$ cat src/rtl/boot_rom_pkg.sv
// rtl/boot_rom_pkg.sv - shared widths, response-pipeline struct and boot-code contents for boot_rom_banked
package boot_rom_pkg;

  localparam int unsigned MAX_BANKS  = 8;
  localparam int unsigned BANK_IDX_W = $clog2(MAX_BANKS);

  function automatic int unsigned word_addr_w(int unsigned addr_width, int unsigned data_width);
    return addr_width - $clog2(data_width / 8);
  endfunction

  typedef struct packed {
    logic                  valid;
    logic                  err;
    logic [BANK_IDX_W-1:0] bank;
  } resp_t;

  // Boot image pattern held by each macro: tag, bank index, in-bank word address.
  function automatic logic [63:0] rom_word(int unsigned bank, int unsigned addr);
    logic [31:0] w;
    w = 32'hB000_0000 | (32'(bank) << 16) | (32'(addr) & 32'h0000_FFFF);
    return {~w, w};
  endfunction

endpackage

$ cat src/rtl/boot_rom_bank.sv
// rtl/boot_rom_bank.sv - one boot-code macro (CLK, RSTN, CSN, A, Q) with active-low chip select
module boot_rom_bank
  import boot_rom_pkg::*;
#(
  parameter int unsigned DATA_WIDTH = 32,
  parameter int unsigned AW         = 10,
  parameter int unsigned BANK_ID    = 0
) (
  input  logic                  clk,
  input  logic                  rst_n,
  input  logic                  cs_i,
  input  logic [AW-1:0]         addr_i,
  output logic                  csn_o,
  output logic [DATA_WIDTH-1:0] q_o
);

  logic                  csn;
  logic [63:0]           word;
  logic [DATA_WIDTH-1:0] q_q;

  assign csn   = ~cs_i;
  assign csn_o = csn;
  assign word  = rom_word(BANK_ID, 32'(addr_i));
  assign q_o   = q_q;

  // Q holds its last value while deselected, like the hard macro.
  always_ff @(posedge clk or negedge rst_n) begin
    if (!rst_n) begin
      q_q <= '0;
    end else if (!csn) begin
      q_q <= word[DATA_WIDTH-1:0];
    end
  end

endmodule

$ cat src/rtl/boot_rom_banked.sv
// rtl/boot_rom_banked.sv - banked boot ROM with fixed-latency responses; BOOT_ROM_PERF_CNT_EN adds access counters
module boot_rom_banked
  import boot_rom_pkg::*;
#(
  parameter int unsigned ADDR_WIDTH  = 16,
  parameter int unsigned DATA_WIDTH  = 32,
  parameter int unsigned NUM_BANKS   = 2,
  parameter int unsigned BANK_WORDS  = 1024,
  parameter int unsigned PIPE_STAGES = 0
) (
  input  logic                  clk,
  input  logic                  rst_n,
  input  logic                  req_i,
  input  logic                  we_i,
  input  logic [ADDR_WIDTH-1:0] addr_i,
  output logic                  gnt_o,
  output logic                  rvalid_o,
  output logic [DATA_WIDTH-1:0] rdata_o,
  output logic                  err_o
`ifdef BOOT_ROM_PERF_CNT_EN
  ,output logic [31:0]          acc_cnt_o
  ,output logic [15:0]          err_cnt_o
`endif
);

  localparam int unsigned BYTE_OFF = $clog2(DATA_WIDTH / 8);
  localparam int unsigned WORD_W   = word_addr_w(ADDR_WIDTH, DATA_WIDTH);
  localparam int unsigned IN_W     = $clog2(BANK_WORDS);

  logic [WORD_W-1:0]     word_idx;
  logic [WORD_W-1:0]     bank_full;
  logic [BANK_IDX_W-1:0] bank_sel;
  logic                  out_range;
  logic                  access;
  logic                  read_ok;
  logic [NUM_BANKS-1:0]  bank_csn;
  logic [DATA_WIDTH-1:0] bank_q [NUM_BANKS];
  resp_t                 resp0_d, resp0_q, out_resp;
  logic [DATA_WIDTH-1:0] mux_data, s0_data, out_data;

  // gnt is forced low during reset so nothing is accepted then.
  assign gnt_o     = req_i & rst_n;
  assign word_idx  = addr_i[ADDR_WIDTH-1:BYTE_OFF];
  assign bank_full = word_idx >> IN_W;
  assign bank_sel  = bank_full[BANK_IDX_W-1:0];
  assign out_range = bank_full >= WORD_W'(NUM_BANKS);
  assign access    = req_i & gnt_o;
  assign read_ok   = access & ~we_i & ~out_range;

  for (genvar b = 0; b < NUM_BANKS; b++) begin : g_bank
    boot_rom_bank #(
      .DATA_WIDTH (DATA_WIDTH),
      .AW         (IN_W),
      .BANK_ID    (b)
    ) u_bank (
      .clk    (clk),
      .rst_n  (rst_n),
      .cs_i   (read_ok && (bank_sel == BANK_IDX_W'(b))),
      .addr_i (word_idx[IN_W-1:0]),
      .csn_o  (bank_csn[b]),
      .q_o    (bank_q[b])
    );
  end

  always_comb begin
    resp0_d.valid = access;
    resp0_d.err   = access & ~read_ok;
    resp0_d.bank  = bank_sel;
  end

  always_ff @(posedge clk or negedge rst_n) begin
    if (!rst_n) begin
      resp0_q <= '0;
    end else begin
      resp0_q <= resp0_d;
    end
  end

  always_comb begin
    mux_data = '0;
    for (int b = 0; b < NUM_BANKS; b++) begin
      if (resp0_q.bank == BANK_IDX_W'(b)) mux_data = bank_q[b];
    end
    s0_data = (resp0_q.valid && !resp0_q.err) ? mux_data : '0;
  end

  if (PIPE_STAGES == 0) begin : g_nopipe
    assign out_resp = resp0_q;
    assign out_data = s0_data;
  end else begin : g_pipe
    resp_t                 pipe_resp_q [PIPE_STAGES];
    logic [DATA_WIDTH-1:0] pipe_data_q [PIPE_STAGES];

    always_ff @(posedge clk or negedge rst_n) begin
      if (!rst_n) begin
        for (int i = 0; i < PIPE_STAGES; i++) begin
          pipe_resp_q[i] <= '0;
          pipe_data_q[i] <= '0;
        end
      end else begin
        pipe_resp_q[0] <= resp0_q;
        pipe_data_q[0] <= s0_data;
        for (int i = 1; i < PIPE_STAGES; i++) begin
          pipe_resp_q[i] <= pipe_resp_q[i-1];
          pipe_data_q[i] <= pipe_data_q[i-1];
        end
      end
    end

    assign out_resp = pipe_resp_q[PIPE_STAGES-1];
    assign out_data = pipe_data_q[PIPE_STAGES-1];
  end

  assign rvalid_o = out_resp.valid;
  assign err_o    = out_resp.valid & out_resp.err;
  assign rdata_o  = out_data;

`ifdef BOOT_ROM_PERF_CNT_EN
  logic [31:0] acc_cnt_d, acc_cnt_q;
  logic [15:0] err_cnt_d, err_cnt_q;

  always_comb begin
    acc_cnt_d = acc_cnt_q;
    err_cnt_d = err_cnt_q;
    if (rvalid_o && !err_o && acc_cnt_q != '1) acc_cnt_d = acc_cnt_q + 32'd1;
    if (err_o && err_cnt_q != '1)              err_cnt_d = err_cnt_q + 16'd1;
  end

  always_ff @(posedge clk or negedge rst_n) begin
    if (!rst_n) begin
      acc_cnt_q <= '0;
      err_cnt_q <= '0;
    end else begin
      acc_cnt_q <= acc_cnt_d;
      err_cnt_q <= err_cnt_d;
    end
  end

  assign acc_cnt_o = acc_cnt_q;
  assign err_cnt_o = err_cnt_q;
`endif

endmodule
$ cat config.mk
export PLATFORM = sky130hd
export DESIGN_NAME = boot_rom_banked
export DESIGN_NICKNAME = d
export VERILOG_FILES = /design/src/rtl/boot_rom_pkg.sv /design/src/rtl/boot_rom_bank.sv /design/src/rtl/boot_rom_banked.sv
export SDC_FILE = /design/constraint.sdc
export NUM_CORES = 1
export LEC_CHECK = 0
export CAP_MARGIN = 20
export CORE_ASPECT_RATIO = 1.4
export CORE_MARGIN = 8
export CORE_UTILIZATION = 45
export CTS_CLUSTER_SIZE = 16
export DETAILED_ROUTE_END_ITERATION = 6
export PLACE_DENSITY = 0.85
export SLEW_MARGIN = 0
export SYNTH_ARGS = -nofsm -noshare
export SYNTH_HDL_FRONTEND = slang
export SYNTH_SLANG_ARGS = --single-unit
$ cat constraint.sdc
create_clock -name clk -period 3.1 [get_ports clk]
set_clock_uncertainty 0.15 [all_clocks]
set_input_delay 0.465 -clock clk [delete_from_list [all_inputs] [get_ports clk]]
set_output_delay 0.465 -clock clk [all_outputs]
set_load 0.005 [all_outputs]
# After elaboration in Yosys (flattened, before gate mapping)
# Cells that the tools add are included.
dict set report op_classes {
  mux 3
  n_reduce_logical 6
  bitwise_logic 9
  eq_ne 2
  n_lt_le_gt_ge 1
}
# operator count
set ops {}
lappend ops {{$mux W32} 3}
lappend ops {{$and A1 B1 Y1} 6}
lappend ops {{$eq A3 B1 Y1 const B} 2}
lappend ops {{$logic_not A3 Y1} 2}
lappend ops {{$ge A4 B2 Y1 const B} 1}
lappend ops {{$logic_and A1 B1 Y1} 3}
lappend ops {{$not A1 Y1} 3}
lappend ops {{$logic_not A1 Y1} 1}
dict set report totals {
  regBits 27
  elab_cells 26
  output_inout_bits 35
}

# Longest topological paths before layout
# Gate-level depths: netlist of run 1.
dict set report depth {
  depth_word 6
  mapped_depth 5
  depth_no_buf 4
}

# Hierarchy
# Synthesis of run 1 repeated with hierarchy kept, for this count alone.
dict set report unflattened {
  hier_cells 177
  area_unflattened_um2 1873.0
}
# mod area_each_um2 instances cells_per_inst
set by_module_without_submodules {}
lappend by_module_without_submodules {boot_rom_bank 600.6 2 46}
lappend by_module_without_submodules {boot_rom_banked 671.9 1 85}

# Least setup slack after synthesis of run 1
# OpenSTA, ideal clock, no wires.
dict set report synth_timing {
  path_type {flip-flop to output port}
  start {register resp0_q (netlist bit out_resp[1])}
  end {output port rdata_o[29]}
  required_time_ps 2485
  stages_incl_launch_ff 6
  slack_ps 1198
  t_arrival_ps 1287
  cell_sequence {dfrtp_1 > nor2_1 > nor4bb_1 > buf_2 > a22o_1 > buf_4}
}
dict set report synth_between {
  elab_chain_cells 4
  word_cells_on_any_way 5
  cone_classes {eq/ne: 1; mux: 3; reduce/logical: 1}
}
# element line_no
set synth_lines {}
lappend synth_lines {{from (decl)} boot_rom_banked.sv:38} ;# resp_t resp0_d, resp0_q, out_resp;
lappend synth_lines {{from (signal assigned)} boot_rom_banked.sv:75} ;# resp0_q <= resp0_d;
lappend synth_lines {{$logic_not A3 Y1} boot_rom_banked.sv:82} ;# if (resp0_q.bank == BANK_IDX_W'(b)) mux_data = bank_q[b];
lappend synth_lines {{$mux W32} boot_rom_banked.sv:82}
lappend synth_lines {{$mux W32 (*)} boot_rom_banked.sv:82}
lappend synth_lines {{$mux W32 (*)} boot_rom_banked.sv:84} ;# s0_data = (resp0_q.valid && !resp0_q.err) ? mux_data : '0;
lappend synth_lines {{to (decl)} boot_rom_banked.sv:18} ;# output logic [DATA_WIDTH-1:0] rdata_o,
# Every way passes the cells marked *; elsewhere a longest branch is shown, timed or not.

# Worst setup path after layout of run 1
dict set report layout_timing {
  start {register resp0_q (netlist bit out_resp[1])}
  end {output port rdata_o[28]}
}
# Same word-level chain as after synthesis.

==> results.txt, run 1 <==
number of placed cells counting well taps - 163
post-synthesis sequential area ratio - 53.1%
largest area contributor in the netlist - dfrtp_1
Reg-to-Reg End - g_bank[1].u_bank.q_o[16]
Setup crit start kind - flop
Seq cells post-synth - 27
VDD IR max - 338 µV
largest net degree at the start of global routing - 28
Worst Path Buf+Inv - 1
vias in the first global route - 909
count leader, synth - dfrtp_1
static leakage - 0.000748 µW
Cell Chain, Critical Path - nor2_1 > and4b_1 > a22o_1 > clkdlybuf4s50_1
fraction of registers with async set/reset - 100%
CP Data Required Time - 2.48 ns
worst hold stages - 1
hold_sp - g_bank[0].u_bank.q_o[28]
initial core utilization - 45.5%
initial antenna violation count - 0
Avg WL per Cell - 15.4 µm
post-layout worst setup margin - 0.438 ns
net switching fraction of the power - 22.2%
ant diodes - 0
post-route minimum period - 2.66 ns
clock share of power - 27.3%
chip height - 78.9 µm
DR iter-0 viols - 11
DRT Wirelength - 2.58 mm
# Post-CTS Setup Buffers - 0
EDFF count, synth - 0
CTS tree - built
I/O pin count - 55
clk root buf - clkbuf_8
MaxCap Viol Count - 0
path depth of the worst reg2reg path - 1
Tcrit/Tclk final - 85.9%
Die Width - 60.9 µm
routing usage on met3 - 4.04%
clk_lat worst skew - 0.26 ns
Final HPWL DP - 2.00 mm
total global routing overflow - 0
CP Max Fanout - 12
pre-CTS WS - 0.682 ns
area grow syn2layout - 27.3%
average size of a mapped cell - 13.2 µm²
clock sink total - 27
M1 GR Usage - 11.6%
post-synth top area share - 53.1%
Cell variety after synth - 18
Crit Path Class - reg2out
number of buffers created by CTS - 3
pwr/cell area - 433 mW/mm²
cell family with most CP delay - simple AND/OR/NAND/NOR gates
share of post-route cells with drive strength above 1 - 24.6%
combinational fraction of design power - 13.2%
PostCTS Resize Cnt - 0
Post-route DRC - 0
depth of the CTS H-tree - 1
first-pass GRT wire length - 4.11 mm
Critical path origin - out_resp[1]
CP peak stage delay - 0.52 ns
R2R Setup Slk - 2.16 ns
aggregate global-route resource usage - 11.3%
first drt pass iteration count - 4
die area - 0.00481 mm²
routed vias/inst - 4.72
cell row count - 23
Final setup viols - 0
unrepaired setup endpoints after global routing - no
Core Area - 0.00279 mm²
mapped cell area - 0.00127 mm²
reg-to-reg startpoint - g_bank[1].u_bank.q_o[16]
Synth area leaders - dfrtp_1 53%, mux2_2 18%, buf_4 12%, a22o_1 7.6%, and2_1 0.98%
Worst Hold End - g_bank[0].u_bank.q_o[28]
nets - 151
Util after Layout - 58.0%
Slowest cell on crit path - clkdlybuf4s50_1
clock buffer depth - 2
sequential power share - 59.5%
# port buffers - 34
Internal - 545 µW
setup_tns - 0 ns
yosys warns - 0
P_sw - 156 µW
Fmax - 376 MHz
Placer Congestion - 0.642
hold buffers post-CTS - 0
Hold Fails Final Rpt - 0
Worst Hold Class - reg2reg
Post-synth top cells - 27 x dfrtp_1, 21 x buf_4, 20 x mux2_2
GR Layer Usage met2 - 19.9%
Syn Inst Count - 96
busiest grt layer - met2
Final Slew Violations - 0
status - completed
CP Data Arrival Time - 2.05 ns
via count - 789
Synth Flop Type - dfrtp_1
non-filler cells, final - 167
crit end category - output pin
ANT nets after route - 0
clk slew on worst S/H paths - 0.08 ns
layout make-up:
type,instances,area (µm²)
tap,37,46.3
inverter,1,3.75
sequential,27,676
fill,250,1170
timing repair buffer,37,363
clock buffer,4,45.0
multi-input combinational,61,484
cells in the final DEF, fill, tap and decap left out, drive strengths merged:
cell type and count:
clkdlybuf4s50 34, dfrtp 27, mux2 20, conb 18, a22o 11, clkbuf 4, buf 3, nor2 2
and2 2, or2 2, and4b 1, nor4bb 1, nand2 1, inv 1, nor4 1, nor3b 1
and3 1
sequential cells by signal, indices dropped and copies added, names as in the netlist:
signal	cells
out_resp	4
g_bank.u_bank.q_o	22
rvalid_o	1
power groups by stage:
stage	Sequential [µW]	Combinational (µW)	Clock, µW
detailed placement	424	93.1	0
global route	424	103	214
floorplan	417	64.2	0
global placement	420	88.7	0
finish	417	92.5	191
CTS	417	93.4	200
kinds of logic after synthesis:
logic type / share of synthesized area, %
DFF: 53.1
buffers and inverters: 14.3
muxes: 17.7
and+or+nand+nor: 6.99
AOI/OAI and AO/OA: 7.58
other: 0.295
worst max path at each step:
stage / to / slack, ns / cells past startpoint
after floorplan: rdata_o[29] / 1.20 / 5
after global placement: rdata_o[31] / 0.74 / 4
after detailed placement: rdata_o[28] / 0.68 / 4
after CTS: rdata_o[28] / 0.37 / 4
after global routing: rdata_o[28] / 0.30 / 4
final: rdata_o[28] / 0.44 / 4
per-layer routing:
metal | part of all wire [%] | wire length (µm)
met1 | 36 | 937
met2 | 50 | 1290
met3 | 13 | 337
met4 | 0.54 | 14
met5 | 0 | 0
per-stage QoR:
stage,total power [µW],hold slack (ns),area (µm²)
finish,701,0.332,1620
global route,740,0.370,1620
CTS,710,0.330,1620
detailed placement,517,0.310,1570
global placement,509,0.302,1570
floorplan,481,0.0194,1340
No activity file was read; power rests on OpenSTA's default activity.
==> inputs of run 2 (changes only) <==
--- a/config.mk
+++ b/config.mk
@@ -11,6 +11,8 @@
 export CORE_UTILIZATION = 45
 export CTS_CLUSTER_SIZE = 16
 export DETAILED_ROUTE_END_ITERATION = 6
+export GPL_ROUTABILITY_DRIVEN = 0
+export MAX_ROUTING_LAYER = met4
 export PLACE_DENSITY = 0.85
 export SLEW_MARGIN = 0
 export SYNTH_ARGS = -nofsm -noshare
==> run 2 against run 1 <==
Against the previous run: sequential cell count unchanged; critical endpoint unchanged; maximum frequency is essentially flat; sequential power barely moved.
==> results.txt, run 2 (synthesis gave the netlist of run 1 again) <==
MaxCap Viol Count - 0 (unchanged)
power after layout - 701 µW (about the same)
flip-flop count of the largest register after layout - 22 (unchanged)
Fmax - 376 MHz (about the same)
Final setup viols - 0 (unchanged)
routed vias/inst - 4.74 (+0.25%)
share of post-route cells with drive strength above 1 - 24.6% (unchanged)
CP peak stage delay - 0.52 ns (about the same)
initial core utilization - 45.5% (unchanged)
Worst Path Buf+Inv - 1 (unchanged)
CP Data Required Time - 2.48 ns (about the same)
# Post-CTS Setup Buffers - 0 (unchanged)
Slowest cell on crit path - clkdlybuf4s50_1
hold_ws - 0.331 ns (-0.0000490 ns)
Hold Fails Final Rpt - 0 (unchanged)
cell row count - 23 (unchanged)
post-route minimum period - 2.66 ns (+0.00111 ns)
area grow syn2layout - 27.3% (unchanged)
CP Max Fanout - 12 (unchanged)
nets - 151 (unchanged)
Util after Layout - 58.0% (unchanged)
vias in the first global route - 909 (unchanged)
crit end category - output pin
number of buffers created by CTS - 3 (unchanged)
Crit Path Class - reg2out
largest net degree at the start of global routing - 28 (unchanged)
DRT Wirelength - 2.59 mm (+0.27%)
leading cell type in the layout, fill and taps excluded - clkdlybuf4s50_1
VDD IR max - 339 µV (+0.23%)
clock sink total - 27 (unchanged)
die area - 0.00481 mm² (unchanged)
Post-route DRC - 0 (unchanged)
Setup crit start kind - flop
aggregate global-route resource usage - 11.6% (+0.35 points)
Worst Hold Class - reg2reg
static leakage - 0.000748 µW (unchanged)
most frequent cells in the layout - 34 x clkdlybuf4s50_1, 27 x dfrtp_1, 20 x mux2_2, 18 x conb_1, 11 x a22o_1
Final HPWL DP - 2.00 mm (unchanged)
unrepaired setup endpoints after global routing - no
depth of the CTS H-tree - 1 (unchanged)
pre-CTS WS - 0.682 ns (unchanged)
CP Data Arrival Time - 2.05 ns (about the same)
PostCTS Resize Cnt - 0 (unchanged)
chip height - 78.9 µm (unchanged)
Cell Chain, Critical Path - nor2_1 > and4b_1 > a22o_1 > clkdlybuf4s50_1
# port buffers - 34 (unchanged)
ANT nets after route - 0 (unchanged)
post-layout worst setup margin - 0.437 ns (-0.00111 ns)
DR iter-0 viols - 10 (-1)
Tcrit/Tclk final - 85.9% (about the same)
pwr/cell area - 433 mW/mm² (about the same)
setup_tns - 0 ns (unchanged)
clk root buf - clkbuf_8
CTS tree - built
ant diodes - 0 (unchanged)
first-pass GRT wire length - 4.13 mm (+0.51%)
status - completed
clk_lat worst skew - 0.27 ns (about the same)
Final Slew Violations - 0 (unchanged)
I/O pin count - 55 (unchanged)
cell family with most CP delay - simple AND/OR/NAND/NOR gates
Core Area - 0.00279 mm² (unchanged)
clk slew on worst S/H paths - 0.08 ns (about the same)
first drt pass iteration count - 4 (unchanged)
total global routing overflow - 0 (unchanged)
initial antenna violation count - 0 (unchanged)
via count - 791 (+0.25%)
hold buffers post-CTS - 0 (unchanged)
Die Width - 60.9 µm (unchanged)
clock buffer depth - 2 (unchanged)
Avg WL per Cell - 15.5 µm (+0.27%)
## run 2: cell counts in the layout (fill, tap and decap cells not counted)
Identical to the previous run, type by type.
## run 2: routing by layer
metal	vias up	routed length [µm]	global-route usage [%]
met2	42	1300	19.9
met5	-	0	-
met3	2	307	3.55
li1	361	-	-
met1	386	966	12.0
met4	0	12	4.22
## run 2: stage by stage
stage | cells | area [µm²]
finish | 167 | 1620
floorplan | 113 | 1340
CTS | 167 | 1620
global route | 167 | 1620
global placement | 163 | 1570
detailed placement | 163 | 1570
## run 2: layout make-up
class | count | area [µm²]
tap | 37 | 46.3
sequential | 27 | 676
inverter | 1 | 3.75
timing repair buffer | 37 | 363
clock buffer | 4 | 45.0
multi-input combinational | 61 | 484
fill | 250 | 1170
## run 2: report_power, final
group	switching, µW	internal (µW)
registers	22.1	395
clock network	99.7	91.9
logic	34.0	58.6
total	156	545
## run 2: path summary, 6_finish.rpt
check / start / end / slack (ns) / depth (start not counted)
worst max-delay path: out_resp[1] / rdata_o[28] / 0.44 / 4
min in group asynchronous: rst_n / g_bank[0].u_bank.q_o[7] / 0.51 / 2
max in group asynchronous: rst_n / g_bank[0].u_bank.q_o[1] / 2.04 / 2
worst max register to register: g_bank[1].u_bank.q_o[16] / g_bank[1].u_bank.q_o[16] / 2.16 / 1
worst min-delay path: g_bank[0].u_bank.q_o[28] / g_bank[0].u_bank.q_o[28] / 0.33 / 1
worst min register to register: g_bank[0].u_bank.q_o[28] / g_bank[0].u_bank.q_o[28] / 0.33 / 1
